## config.mk

```make
export PLATFORM = sky130hd
export DESIGN_NAME = serial_adder_flat
export DESIGN_NICKNAME = d
export VERILOG_FILES = /design/src/rtl/serial_adder_pkg.sv /design/src/rtl/serial_adder_if.sv /design/src/rtl/serial_adder_chunk.sv /design/src/rtl/serial_adder.sv /design/src/flat_wrapper.sv
export SDC_FILE = /design/constraint.sdc
export NUM_CORES = 1
export LEC_CHECK = 0
export CELL_PAD_IN_SITES_DETAIL_PLACEMENT = 1
export CELL_PAD_IN_SITES_GLOBAL_PLACEMENT = 2
export CORE_UTILIZATION = 31
export CTS_CLUSTER_DIAMETER = 80
export DETAILED_ROUTE_END_ITERATION = 10
export MAX_ROUTING_LAYER = met4
export PLACE_DENSITY = 0.71
export REMOVE_ABC_BUFFERS = 1
export SETUP_SLACK_MARGIN = 0.5
export SLEW_MARGIN = 0
export SYNTH_ARGS = -nofsm -noshare
export SYNTH_HDL_FRONTEND = slang
export SYNTH_SLANG_ARGS = --single-unit
```

## constraint.sdc

```tcl
create_clock -name clk -period 1.5 [get_ports clk]
set_input_delay 0.3 -clock clk [delete_from_list [all_inputs] [get_ports clk]]
set_output_delay 0.3 -clock clk [all_outputs]
set_load 0.01 [all_outputs]
```

## src/rtl/serial_adder_pkg.sv

```systemverilog
// Shared types and helpers for the chunked serial adder.
package serial_adder_pkg;

   // FSM encoding: operand capture, chunk-by-chunk addition, result hold.
   typedef enum logic [1:0] {
      StIdle = 2'd0,
      StCalc = 2'd1,
      StDone = 2'd2
   } state_e;

   // Ceiling log2; returns 0 for n <= 1.
   function automatic int unsigned clog2(input int unsigned n);
      int unsigned r;
      int unsigned v;
      r = 0;
      v = (n > 0) ? n - 1 : 0;
      while (v > 0) begin
         r = r + 1;
         v = v >> 1;
      end
      return r;
   endfunction

endpackage

```

## src/rtl/serial_adder_if.sv

```systemverilog
// Operand/result handshake bundle between producer, adder and consumer.
interface serial_adder_if #(
   parameter int unsigned WIDTH = 8
);
   logic             in_valid;
   logic             in_ready;
   logic [WIDTH-1:0] a;
   logic [WIDTH-1:0] b;
   logic             cin;
   logic             out_valid;
   logic             out_ready;
   logic [WIDTH-1:0] s;
   logic             cout;
   logic             ovf;
   logic             busy;

   // Producer/consumer side.
   modport master (
      output in_valid, a, b, cin, out_ready,
      input  in_ready, out_valid, s, cout, ovf, busy
   );

   // Adder side.
   modport slave (
      input  in_valid, a, b, cin, out_ready,
      output in_ready, out_valid, s, cout, ovf, busy
   );
endinterface

```

## src/rtl/serial_adder_chunk.sv

```systemverilog
// Combinational CHUNK-bit ripple-carry adder slice built from 1-bit full adders.
module adder_chunk #(
   parameter int unsigned CHUNK = 1
) (
   input  logic [CHUNK-1:0] a_i,
   input  logic [CHUNK-1:0] b_i,
   input  logic             cin_i,
   output logic [CHUNK-1:0] sum_o,
   output logic             cout_o,
   output logic             cmsb_o
);

   logic [CHUNK:0] carry;

   // Ripple the carry through each bit; cmsb_o is the carry into the top bit.
   always_comb begin
      carry    = '0;
      sum_o    = '0;
      carry[0] = cin_i;
      for (int k = 0; k < int'(CHUNK); k++) begin
         sum_o[k]     = a_i[k] ^ b_i[k] ^ carry[k];
         carry[k + 1] = (a_i[k] & b_i[k]) | (a_i[k] & carry[k]) | (b_i[k] & carry[k]);
      end
      cout_o = carry[CHUNK];
      cmsb_o = carry[CHUNK-1];
   end

endmodule

```

## src/rtl/serial_adder.sv

```systemverilog
// Multi-cycle adder: a + b + cin over WIDTH bits, CHUNK bits per clock, with
// valid/ready handshakes on both sides.
module serial_adder
   import serial_adder_pkg::*;
#(
   parameter int unsigned WIDTH = 8,
   parameter int unsigned CHUNK = 1
) (
   input logic           clk,
   input logic           rst_n,
   serial_adder_if.slave bus
);

   localparam int unsigned NCHUNK = WIDTH / CHUNK;
   localparam int unsigned CNT_W  = (clog2(NCHUNK) > 0) ? clog2(NCHUNK) : 1;
   localparam logic [CNT_W-1:0] LAST_CNT = CNT_W'(NCHUNK - 1);

   if (WIDTH < 1 || CHUNK < 1 || (WIDTH % CHUNK) != 0) begin : g_param_err
      $error("serial_adder: CHUNK must be >= 1 and divide WIDTH");
   end

   state_e           state_q, state_d;
   logic [CNT_W-1:0] cnt_q, cnt_d;
   logic [WIDTH-1:0] a_sh_q, a_sh_d;
   logic [WIDTH-1:0] b_sh_q, b_sh_d;
   logic             carry_q, carry_d;
   logic [WIDTH-1:0] acc_q, acc_d;
   logic [WIDTH-1:0] s_q, s_d;
   logic             cout_q, cout_d;
   logic             ovf_q, ovf_d;

   logic [CHUNK-1:0]       chunk_sum;
   logic                   chunk_cout;
   logic                   chunk_cmsb;
   logic [WIDTH+CHUNK-1:0] acc_cat;
   logic [WIDTH-1:0]       acc_shift;

   adder_chunk #(
      .CHUNK (CHUNK)
   ) u_chunk (
      .a_i    (a_sh_q[CHUNK-1:0]),
      .b_i    (b_sh_q[CHUNK-1:0]),
      .cin_i  (carry_q),
      .sum_o  (chunk_sum),
      .cout_o (chunk_cout),
      .cmsb_o (chunk_cmsb)
   );

   // New sum chunk enters at the MSB end so the LSB chunk ends up at bit 0.
   always_comb begin
      acc_cat   = {chunk_sum, acc_q};
      acc_shift = acc_cat[WIDTH+CHUNK-1:CHUNK];
   end

   // Next-state logic: capture on handshake, add one chunk per CALC cycle, hold in DONE.
   always_comb begin
      state_d = state_q;
      cnt_d   = cnt_q;
      a_sh_d  = a_sh_q;
      b_sh_d  = b_sh_q;
      carry_d = carry_q;
      acc_d   = acc_q;
      s_d     = s_q;
      cout_d  = cout_q;
      ovf_d   = ovf_q;
      unique case (state_q)
         StIdle: begin
            if (bus.in_valid) begin
               a_sh_d  = bus.a;
               b_sh_d  = bus.b;
               carry_d = bus.cin;
               acc_d   = '0;
               cnt_d   = '0;
               state_d = StCalc;
            end
         end
         StCalc: begin
            a_sh_d  = a_sh_q >> CHUNK;
            b_sh_d  = b_sh_q >> CHUNK;
            carry_d = chunk_cout;
            acc_d   = acc_shift;
            if (cnt_q == LAST_CNT) begin
               // Visible outputs change only here, so they hold the previous result until now.
               s_d     = acc_shift;
               cout_d  = chunk_cout;
               ovf_d   = chunk_cmsb ^ chunk_cout;
               state_d = StDone;
            end else begin
               cnt_d = cnt_q + CNT_W'(1);
            end
         end
         StDone: begin
            if (bus.out_ready) begin
               state_d = StIdle;
            end
         end
         default: state_d = StIdle;
      endcase
   end

   // State and datapath registers; reset discards any in-flight operation.
   always_ff @(posedge clk or negedge rst_n) begin
      if (!rst_n) begin
         state_q <= StIdle;
         cnt_q   <= '0;
         a_sh_q  <= '0;
         b_sh_q  <= '0;
         carry_q <= 1'b0;
         acc_q   <= '0;
         s_q     <= '0;
         cout_q  <= 1'b0;
         ovf_q   <= 1'b0;
      end else begin
         state_q <= state_d;
         cnt_q   <= cnt_d;
         a_sh_q  <= a_sh_d;
         b_sh_q  <= b_sh_d;
         carry_q <= carry_d;
         acc_q   <= acc_d;
         s_q     <= s_d;
         cout_q  <= cout_d;
         ovf_q   <= ovf_d;
      end
   end

   // Handshake outputs are pure state decodes; no input reaches an output combinationally.
   always_comb begin
      bus.in_ready  = (state_q == StIdle);
      bus.out_valid = (state_q == StDone);
      bus.busy      = (state_q != StIdle);
      bus.s         = s_q;
      bus.cout      = cout_q;
      bus.ovf       = ovf_q;
   end

endmodule

```

## src/flat_wrapper.sv

```systemverilog
// flat-port wrapper written by rule: the top's interface ports become plain ports
module serial_adder_flat import serial_adder_pkg::*;
#(
   parameter int unsigned WIDTH = 8,
   parameter int unsigned CHUNK = 1
)
  (clk, rst_n, bus_in_valid, bus_a, bus_b, bus_cin, bus_out_ready, bus_in_ready, bus_out_valid, bus_s, bus_cout, bus_ovf, bus_busy);
  serial_adder_if #(.WIDTH(WIDTH)) bus_i ();
  input logic clk;
  input logic rst_n;
  input wire logic [$bits(bus_i.in_valid)-1:0] bus_in_valid;
  input wire logic [$bits(bus_i.a)-1:0] bus_a;
  input wire logic [$bits(bus_i.b)-1:0] bus_b;
  input wire logic [$bits(bus_i.cin)-1:0] bus_cin;
  input wire logic [$bits(bus_i.out_ready)-1:0] bus_out_ready;
  output wire logic [$bits(bus_i.in_ready)-1:0] bus_in_ready;
  output wire logic [$bits(bus_i.out_valid)-1:0] bus_out_valid;
  output wire logic [$bits(bus_i.s)-1:0] bus_s;
  output wire logic [$bits(bus_i.cout)-1:0] bus_cout;
  output wire logic [$bits(bus_i.ovf)-1:0] bus_ovf;
  output wire logic [$bits(bus_i.busy)-1:0] bus_busy;
  assign bus_i.in_valid = bus_in_valid;
  assign bus_i.a = bus_a;
  assign bus_i.b = bus_b;
  assign bus_i.cin = bus_cin;
  assign bus_i.out_ready = bus_out_ready;
  assign bus_in_ready = bus_i.in_ready;
  assign bus_out_valid = bus_i.out_valid;
  assign bus_s = bus_i.s;
  assign bus_cout = bus_i.cout;
  assign bus_ovf = bus_i.ovf;
  assign bus_busy = bus_i.busy;
  serial_adder #(.WIDTH(WIDTH), .CHUNK(CHUNK)) u_core (.clk(clk), .rst_n(rst_n), .bus(bus_i));
endmodule
```

==> impl_metrics.sql, run 1 <==
INSERT INTO impl_metrics (metric_group, metric, value, unit) VALUES
('run_status', 'run_status', 'finished with violations', ''),
('run_status', 'failed_checks', 'negative setup slack', ''),
('sta', 'hold_violations', '0', ''),
('grt', 'grt_overflow_total', '0', ''),
('detailed_routing', 'wirelength_met1', '2.44', 'mm'),
('cells_and_area', 'mostFrequentLayoutCells', 'dfrtp_1 (39), buf_4 (22), buf_6 (21)', ''),
('worst_setup_path', 'critical_path_class', 'reg -> reg', ''),
('synthesis', 'ys_seq_elements', '39', ''),
('floorplanning', 'floorplan.die.width', '79', 'µm'),
('floorplanning', 'die_footprint', '0.00624', 'mm²'),
('cells_and_area', 'seq_area', '976', 'µm²'),
('sta', 'worst_clock_skew_on_the_final_layout', '0.00994', 'ns'),
('detailed_routing', 'route.detailed.vias_per_inst', '5.19', ''),
('synthesis', 'ys_seq_area_share', '53.1', '%'),
('sta', 'max_slew_margin', '79.1', '%'),
('grt', 'grt_start_max_net_pins', '40', ''),
('clock_tree', 'cts_num_sinks', '39', ''),
('sta', 'maxClockFrequency', '0.634', 'GHz'),
('worst_setup_path', 'worst_path_max_delay_cell', 'dfrtp_1', ''),
('detailed_routing', 'post-route-drc-count', '0', ''),
('detailed_routing', 'drt-initial-drc-count', '29', ''),
('synthesis', 'synthesis.area_per_instance', '12.3', 'µm²'),
('worst_setup_path', 'reg2reg_to', 'u_core.bus.ovf$_DFFE_PN0P_', ''),
('pwr', 'powerDensity', '1880', 'mW/mm²'),
('sta', 'finalCritPeriodShare', '105', '%'),
('worst_setup_path', 'timing.critical_path.to_type', 'flip-flop', ''),
('cells_and_area', 'stdcell_area', '0.00328', 'mm²'),
('worst_setup_path', 'critical_path_required', '1.68', 'ns'),
('detailed_routing', 'routed_wl', '6.07', 'mm'),
('detailed_routing', 'met3_length', '198', 'µm'),
('cells_and_area', 'final_net_count', '255', ''),
('sta', 'hold_slack', '0.498', 'ns'),
('sta', 'timing.final.setup_violations', '19', ''),
('detailed_routing', 'met2_wirelength', '3.39', 'mm'),
('sta', 'setup_repair_after_global_routing_missed_its_margin', 'true', ''),
('worst_hold_path', 'min-delay-path-class', 'in -> async', ''),
('clock_tree', 'clock_latency_late_sink', '0.30', 'ns'),
('pwr', 'power.ir.vdd_worst', '0.714', 'mV'),
('synthesis', 'netlist_area', '0.00184', 'mm²'),
('synthesis', 'synth_edf_count', '0', ''),
('pwr', 'leakage', '1.47', 'nW'),
('floorplanning', 'io_pins', '34', ''),
('worst_setup_path', 'worst_path_dominant_cell_family', 'flip-flops', ''),
('clock_tree', 'htree_num_levels', '2', ''),
('synthesis', 'async_flop_share', '100', '%'),
('floorplanning', 'rows', '27', ''),
('grt', 'grt_antenna_before_repair', '0', ''),
('grt', 'global_route_wire_length_before_repair', '9.03', 'mm'),
('worst_setup_path', 'path_depth', '6', ''),
('pwr', 'total_power_draw', '0.00616', 'W'),
('detailed_routing', 'detailedRoute.firstPassIterationCount', '4', ''),
('job', 'maxCapViolations', '0', ''),
('worst_setup_path', 'timing.critical_path.buf_inv', '2', ''),
('sta', 'slew_violations', '0', ''),
('clock_tree', 'worst_setup_hold_path_clk_slew', '0.09', 'ns'),
('cells_and_area', 'multi_input_comb_area', '0.00109', 'mm²'),
('worst_setup_path', 'reg2reg_depth', '6', ''),
('sta', 'post_route_setup_tns', '-0.907', 'ns'),
('grt', 'grt_pass1_vias', '1698', ''),
('clock_tree', 'ctsRootBufferMaster', 'clkbuf_8', ''),
('worst_setup_path', 'crit_fanout', '6', ''),
('floorplanning', 'floorplan.core_area', '0.00561', 'mm²'),
('clock_tree', 'tritoncts_clock_tree', 'done', ''),
('sta', 'max_slew.worst_pin.slew', '0.313', 'ns'),
('clock_tree', 'cts_made_buffers', '5', ''),
('placed_design', 'dp_hpwl', '3.02', 'mm'),
('worst_setup_path', 'timing.rr.start', 'u_core.cnt_q[0]$_DFFE_PN0P_', ''),
('placed_design', 'gpl.final_weighted_congestion', '0.699', ''),
('worst_setup_path', 'crit_chain', 'ha_2 > ha_4 > nand3b_1 > buf_4 > buf_12 > mux2_2', ''),
('sta', 'layout_setup_ws', '-0.0763', 'ns'),
('placed_design', 'io_buffers', '33', '');
worst max path at each step:
| stage | startpoint | endpoint | slack (ns) |
|---|---|---|---|
| 3_5_place_dp | bus_in_valid | u_core.b_sh_q[2]$_DFFE_PN0P_ | -0.17 |
| 5_1_grt | u_core.cnt_q[1]$_DFFE_PN0P_ | u_core.bus.ovf$_DFFE_PN0P_ | -0.13 |
| 3_3_place_gp | u_core.state_q[1]$_DFFE_PN0P_ | bus_in_ready | -0.13 |
| 2_1_floorplan | u_core.state_q[0]$_DFFE_PN0P_ | u_core.bus.cout$_DFFE_PN0P_ | -0.20 |
| 6_report | u_core.cnt_q[0]$_DFFE_PN0P_ | u_core.bus.ovf$_DFFE_PN0P_ | -0.08 |
| 4_1_cts | u_core.cnt_q[0]$_DFFE_PN0P_ | u_core.bus.s[6]$_DFFE_PN0P_ | -0.05 |
cells by family (layout without fill, tap and decap cells):
| kind of cell | after synthesis | count (layout) | share of synthesized area, % |
|---|---|---|---|
| compound gates | 31 | 31 | 14.8 |
| xor+xnor | 1 | 1 | 0.477 |
| fa+ha+maj | 3 | 3 | 2.45 |
| buf+inv | 26 | 108 | 6.40 |
| flops | 39 | 39 | 53.1 |
| mux | 10 | 10 | 6.13 |
| simple gates | 40 | 40 | 16.7 |
synthesized netlist by cell type (4+ instances only):
| cell | instances | area [µm²] |
|---|---|---|
| nor4b_1 | 10 | 87.6 |
| nand2b_1 | 6 | 37.5 |
| or4b_1 | 6 | 60.1 |
| a22o_1 | 7 | 61.3 |
| inv_1 | 13 | 48.8 |
| mux2_2 | 10 | 113 |
| dfrtp_1 | 39 | 976 |
| clkbuf_1 | 4 | 15.0 |
| a211oi_1 | 9 | 67.6 |
| nor3b_1 | 9 | 67.6 |
| buf_2 | 7 | 35.0 |
| o221a_2 | 6 | 67.6 |
worst register-to-register path, delay by kind of cell, from the launching register on:
family | cells | cell delay [ns]
adders and majority gates | 2 | 0.35
muxes | 1 | 0.33
buffers and inverters | 2 | 0.25
and+or+nand+nor | 1 | 0.11
DFF | 1 | 0.41
power by group:
group          switching [W]  internal [W]  total, W  leakage (nW)
Clock               0.000403      0.000539  0.000942        0.0612
Combinational        0.00139       0.00195   0.00334         0.933
Sequential          0.000363       0.00151   0.00187         0.479
per-layer routing:
layer | up-vias | GRT usage [%]
met1 | 822 | 24.3
met5 | - | -
met4 | 0 | 3.82
met2 | 35 | 34.5
li1 | 716 | -
met3 | 4 | 3.10
state kept, by name, summed over array words and instances (netlist names):
| name | cells |
|---|---|
| u_core.cnt_q | 3 |
| u_core.bus.s | 8 |
| u_core.bus.cout | 1 |
| u_core.state_q | 2 |
| u_core.bus.ovf | 1 |
| u_core.a_sh_q | 8 |
| u_core.b_sh_q | 8 |
| u_core.acc_q | 7 |
| u_core.carry_q | 1 |
final cells by class:
cell class	instances	share of cell area (%)
multi-input cells	85	33.2
flip-flops and latches	39	29.7
repair buffers	87	29.3
well taps	72	2.75
clock buffers	6	2.52
inverters	13	1.49
clock inverters	2	1.07
what timing repair did:
item | in CTS | in global routing
setup buffers | 15 | 16
endpoints found under the hold margin | 39 | 0
setup endpoints to repair | 52 | 52
cloned | 5 | 0
gates resized for setup | 134 | 19
pin swaps | 21 | 22
hold buffers | 1 | 0
metrics by stage:
step           setup WS [ns]  cells  util, %
5_1_grt               -0.133    304     58.5
4_1_cts              -0.0479    288     54.5
2_1_floorplan         -0.195    137        -
6_report             -0.0763    304     58.5
3_3_place_gp          -0.134    259     41.7
3_5_place_dp          -0.166    259     41.7
Note: power is estimated with default switching activity, not from simulation.
==> run 2: changes to the inputs <==
--- a/config.mk
+++ b/config.mk
@@ -7,11 +7,11 @@
 export LEC_CHECK = 0
 export CELL_PAD_IN_SITES_DETAIL_PLACEMENT = 1
 export CELL_PAD_IN_SITES_GLOBAL_PLACEMENT = 2
-export CORE_UTILIZATION = 31
+export CORE_UTILIZATION = 34
 export CTS_CLUSTER_DIAMETER = 80
 export DETAILED_ROUTE_END_ITERATION = 10
 export MAX_ROUTING_LAYER = met4
-export PLACE_DENSITY = 0.71
+export PLACE_DENSITY = 0.74
 export REMOVE_ABC_BUFFERS = 1
 export SETUP_SLACK_MARGIN = 0.5
 export SLEW_MARGIN = 0
==> constraint.sdc (replaced) <==
create_clock -name clk -period 1.7 [get_ports clk]
set_input_delay 0.34 -clock clk [delete_from_list [all_inputs] [get_ports clk]]
set_output_delay 0.34 -clock clk [all_outputs]
set_load 0.01 [all_outputs]
==> impl_metrics.sql, run 2 (synthesis gave the netlist of run 1 again) <==
INSERT INTO impl_metrics (metric_group, metric, value, unit) VALUES
('run_status', 'run_status', 'finished clean', ''),
('floorplanning', 'rows', '26', ''),
('clock_tree', 'tritoncts_clock_tree', 'done', ''),
('grt', 'grt_overflow_total', '0', ''),
('pwr', 'leakage', '1.47', 'nW'),
('placed_design', 'place_area', '0.00228', 'mm²'),
('floorplanning', 'die_h', '75.5', 'µm'),
('cells_and_area', 'layout-area-overhead-vs-synth', '75.5', '%'),
('worst_setup_path', 'crit_fanout', '6', ''),
('pwr', 'power.ir.vdd_worst', '0.955', 'mV'),
('clock_tree', 'htree_num_levels', '2', ''),
('placed_design', 'place_ws', '-0.186', 'ns'),
('pwr', 'powerDensity', '1680', 'mW/mm²'),
('grt', 'grt_antenna_before_repair', '0', ''),
('sta', 'slew_violations', '0', ''),
('cells_and_area', 'diodes', '0', ''),
('sta', 'finalCritPeriodShare', '91.5', '%'),
('worst_setup_path', 'cp.arrival', '1.74', 'ns'),
('clock_tree', 'worst_setup_hold_path_clk_slew', '0.08', 'ns'),
('sta', 'timing.final.setup_violations', '0', ''),
('worst_setup_path', 'critical_path.startpoint_type', 'flip-flop', ''),
('clock_tree', 'clk_path_buf_depth', '2', ''),
('detailed_routing', 'detailedRoute.firstPassIterationCount', '4', ''),
('sta', 'layout_setup_ws', '0.145', 'ns'),
('worst_hold_path', 'min-delay-path-class', 'reg -> reg', ''),
('sta', 'hold_slack', '0.507', 'ns'),
('detailed_routing', 'drt-initial-drc-count', '62', ''),
('placed_design', 'place.detailed.instances', '250', ''),
('placed_design', 'dp_hpwl', '2.90', 'mm'),
('floorplanning', 'io_pins', '34', ''),
('worst_setup_path', 'critical_path_required', '1.88', 'ns'),
('sta', 'hold_violations', '0', ''),
('clock_tree', 'ctsRootBufferMaster', 'clkbuf_8', ''),
('sta', 'worst_clock_skew_on_the_final_layout', '0.00410', 'ns'),
('cells_and_area', 'final_common_cell', 'dfrtp_1', ''),
('cells_and_area', 'postLayoutCoreUtil', '62.4', '%'),
('floorplanning', 'floorplan.core_area', '0.00517', 'mm²'),
('detailed_routing', 'post_drt_wl_per_cell', '21.1', 'µm'),
('sta', 'max_slew_margin', '68.9', '%'),
('clock_tree', 'cts_num_sinks', '39', ''),
('detailed_routing', 'routed_wl', '6.31', 'mm'),
('worst_setup_path', 'timing.critical_path.to_type', 'flip-flop', ''),
('floorplanning', 'initial_utilization', '35.5', '%'),
('detailed_routing', 'antenna_violating_nets_post_route', '0', ''),
('grt', 'grt_pass1_vias', '1638', ''),
('detailed_routing', 'post-route-drc-count', '0', ''),
('worst_hold_path', 'min-delay-start', 'u_core.bus.s[0]$_DFFE_PN0P_', ''),
('detailed_routing', 'num_vias', '1562', ''),
('placed_design', 'io_buffers', '33', ''),
('sta', 'maxClockFrequency', '0.643', 'GHz'),
('grt', 'grt_start_max_net_pins', '30', ''),
('job', 'maxCapViolations', '0', ''),
('cells_and_area', 'finish.cell_count_without_fillers', '299', ''),
('worst_setup_path', 'critical_path_class', 'reg -> reg', ''),
('clock_tree', 'clock_latency_late_sink', '0.30', 'ns'),
('cells_and_area', 'mostFrequentLayoutCells', 'dfrtp_1 (38), buf_4 (23), clkdlybuf4s50_1 (19)', ''),
('worst_setup_path', 'worst-r2r-setup-slack', '0.15', 'ns'),
('placed_design', 'gpl.final_weighted_congestion', '0.708', ''),
('floorplanning', 'floorplan.die.width', '75.5', 'µm'),
('grt', 'global_route_wire_length_before_repair', '8.29', 'mm'),
('cells_and_area', 'fillers', '488', ''),
('grt', 'grt_usage', '20.6', '%'),
('sta', 'max_slew.worst_pin.slew', '0.466', 'ns'),
('worst_setup_path', 'timing.rr.start', 'u_core.cnt_q[1]$_DFFE_PN0P_', ''),
('sta', 'min_period', '1.55', 'ns'),
('cells_and_area', 'final_net_count', '252', ''),
('detailed_routing', 'route.detailed.vias_per_inst', '5.22', ''),
('clock_tree', 'cts_made_buffers', '5', ''),
('sta', 'setup_repair_after_global_routing_missed_its_margin', 'true', ''),
('worst_setup_path', 'worst_setup_path_startpoint', 'u_core.cnt_q[1]$_DFFE_PN0P_', ''),
('floorplanning', 'die_footprint', '0.00570', 'mm²'),
('cells_and_area', 'drive_gt1_share', '58.1', '%'),
('cells_and_area', 'stdcell_area', '0.00323', 'mm²');
[run 2: cell count changes in the layout (fill, tap and decap cells not counted), moves of 2 or more]
cell | previous run | this run
buf_6 | 21 | 15
buf_16 | 5 | 2
nor4b_2 | 0 | 5
o21bai_4 | 1 | 3
or4b_1 | 3 | 0
mux2_2 | 6 | 1
o221a_2 | 3 | 0
o221a_4 | 3 | 6
mux2_4 | 4 | 9
buf_12 | 7 | 4
or4b_4 | 3 | 6
clkbuf_16 | 0 | 3
nor4b_4 | 9 | 5
[run 2: metrics by stage]
step	power [W]	setup TNS, ns
floorplan	0.00254	0
finish	0.00542	0
CTS	0.00441	0
detailed placement	0.00323	-2.60
global placement	0.00313	-1.94
global route	0.00571	0
[run 2: area by class of cell]
cell class / count / area (µm²) / area share, %
clock buffers: 5 / 68.8 / 2.13
clock inverters: 3 / 43.8 / 1.36
inverters: 13 / 48.8 / 1.51
multi-input cells: 88 / 1150 / 35.6
flip-flops and latches: 39 / 977 / 30.3
well taps: 70 / 87.6 / 2.72
repair buffers: 81 / 852 / 26.4
[run 2: critical path, stage by stage, from the launching register on]
cell	delay [ns]
dfrtp_1	0.40
ha_2	0.20
ha_4	0.16
nand3b_1	0.12
buf_4	0.14
buf_12	0.12
mux2_4	0.30
[run 2: what timing repair did]
| action | in CTS | in global routing |
|---|---|---|
| gates resized for setup | 84 | 67 |
| pin swaps | 6 | 31 |
| buffers inserted | 19 | 12 |
| hold buffers | 1 | 0 |
| endpoints found under the setup margin | 52 | 43 |
| cloned | 3 | 6 |
| endpoints found under the hold margin | 10 | 0 |
[run 2: path summary, 6_finish.rpt]
check | cells after the start | endpoint
max in group asynchronous | 3 | u_core.acc_q[3]$_DFFE_PN0P_
max reg2reg | 6 | u_core.bus.s[7]$_DFFE_PN0P_
min | 1 | u_core.bus.s[0]$_DFFE_PN0P_
min in group asynchronous | 2 | u_core.state_q[1]$_DFFE_PN0P_
min reg2reg | 1 | u_core.bus.s[0]$_DFFE_PN0P_
max | 6 | u_core.bus.s[7]$_DFFE_PN0P_
[run 2: per-layer routing]
layer / track usage (%) / share of wire, %
met3: 3.57 / 3.6
met2: 34.3 / 51
met5: - / 0
met4: 4.32 / 0.81
met1: 26.3 / 44
[run 2: where the power goes]
part	leakage (nW)	switching, W	internal, W
Clock	0.0581	0.000348	0.000437
Combinational	0.929	0.00125	0.00173
Sequential	0.479	0.000319	0.00133
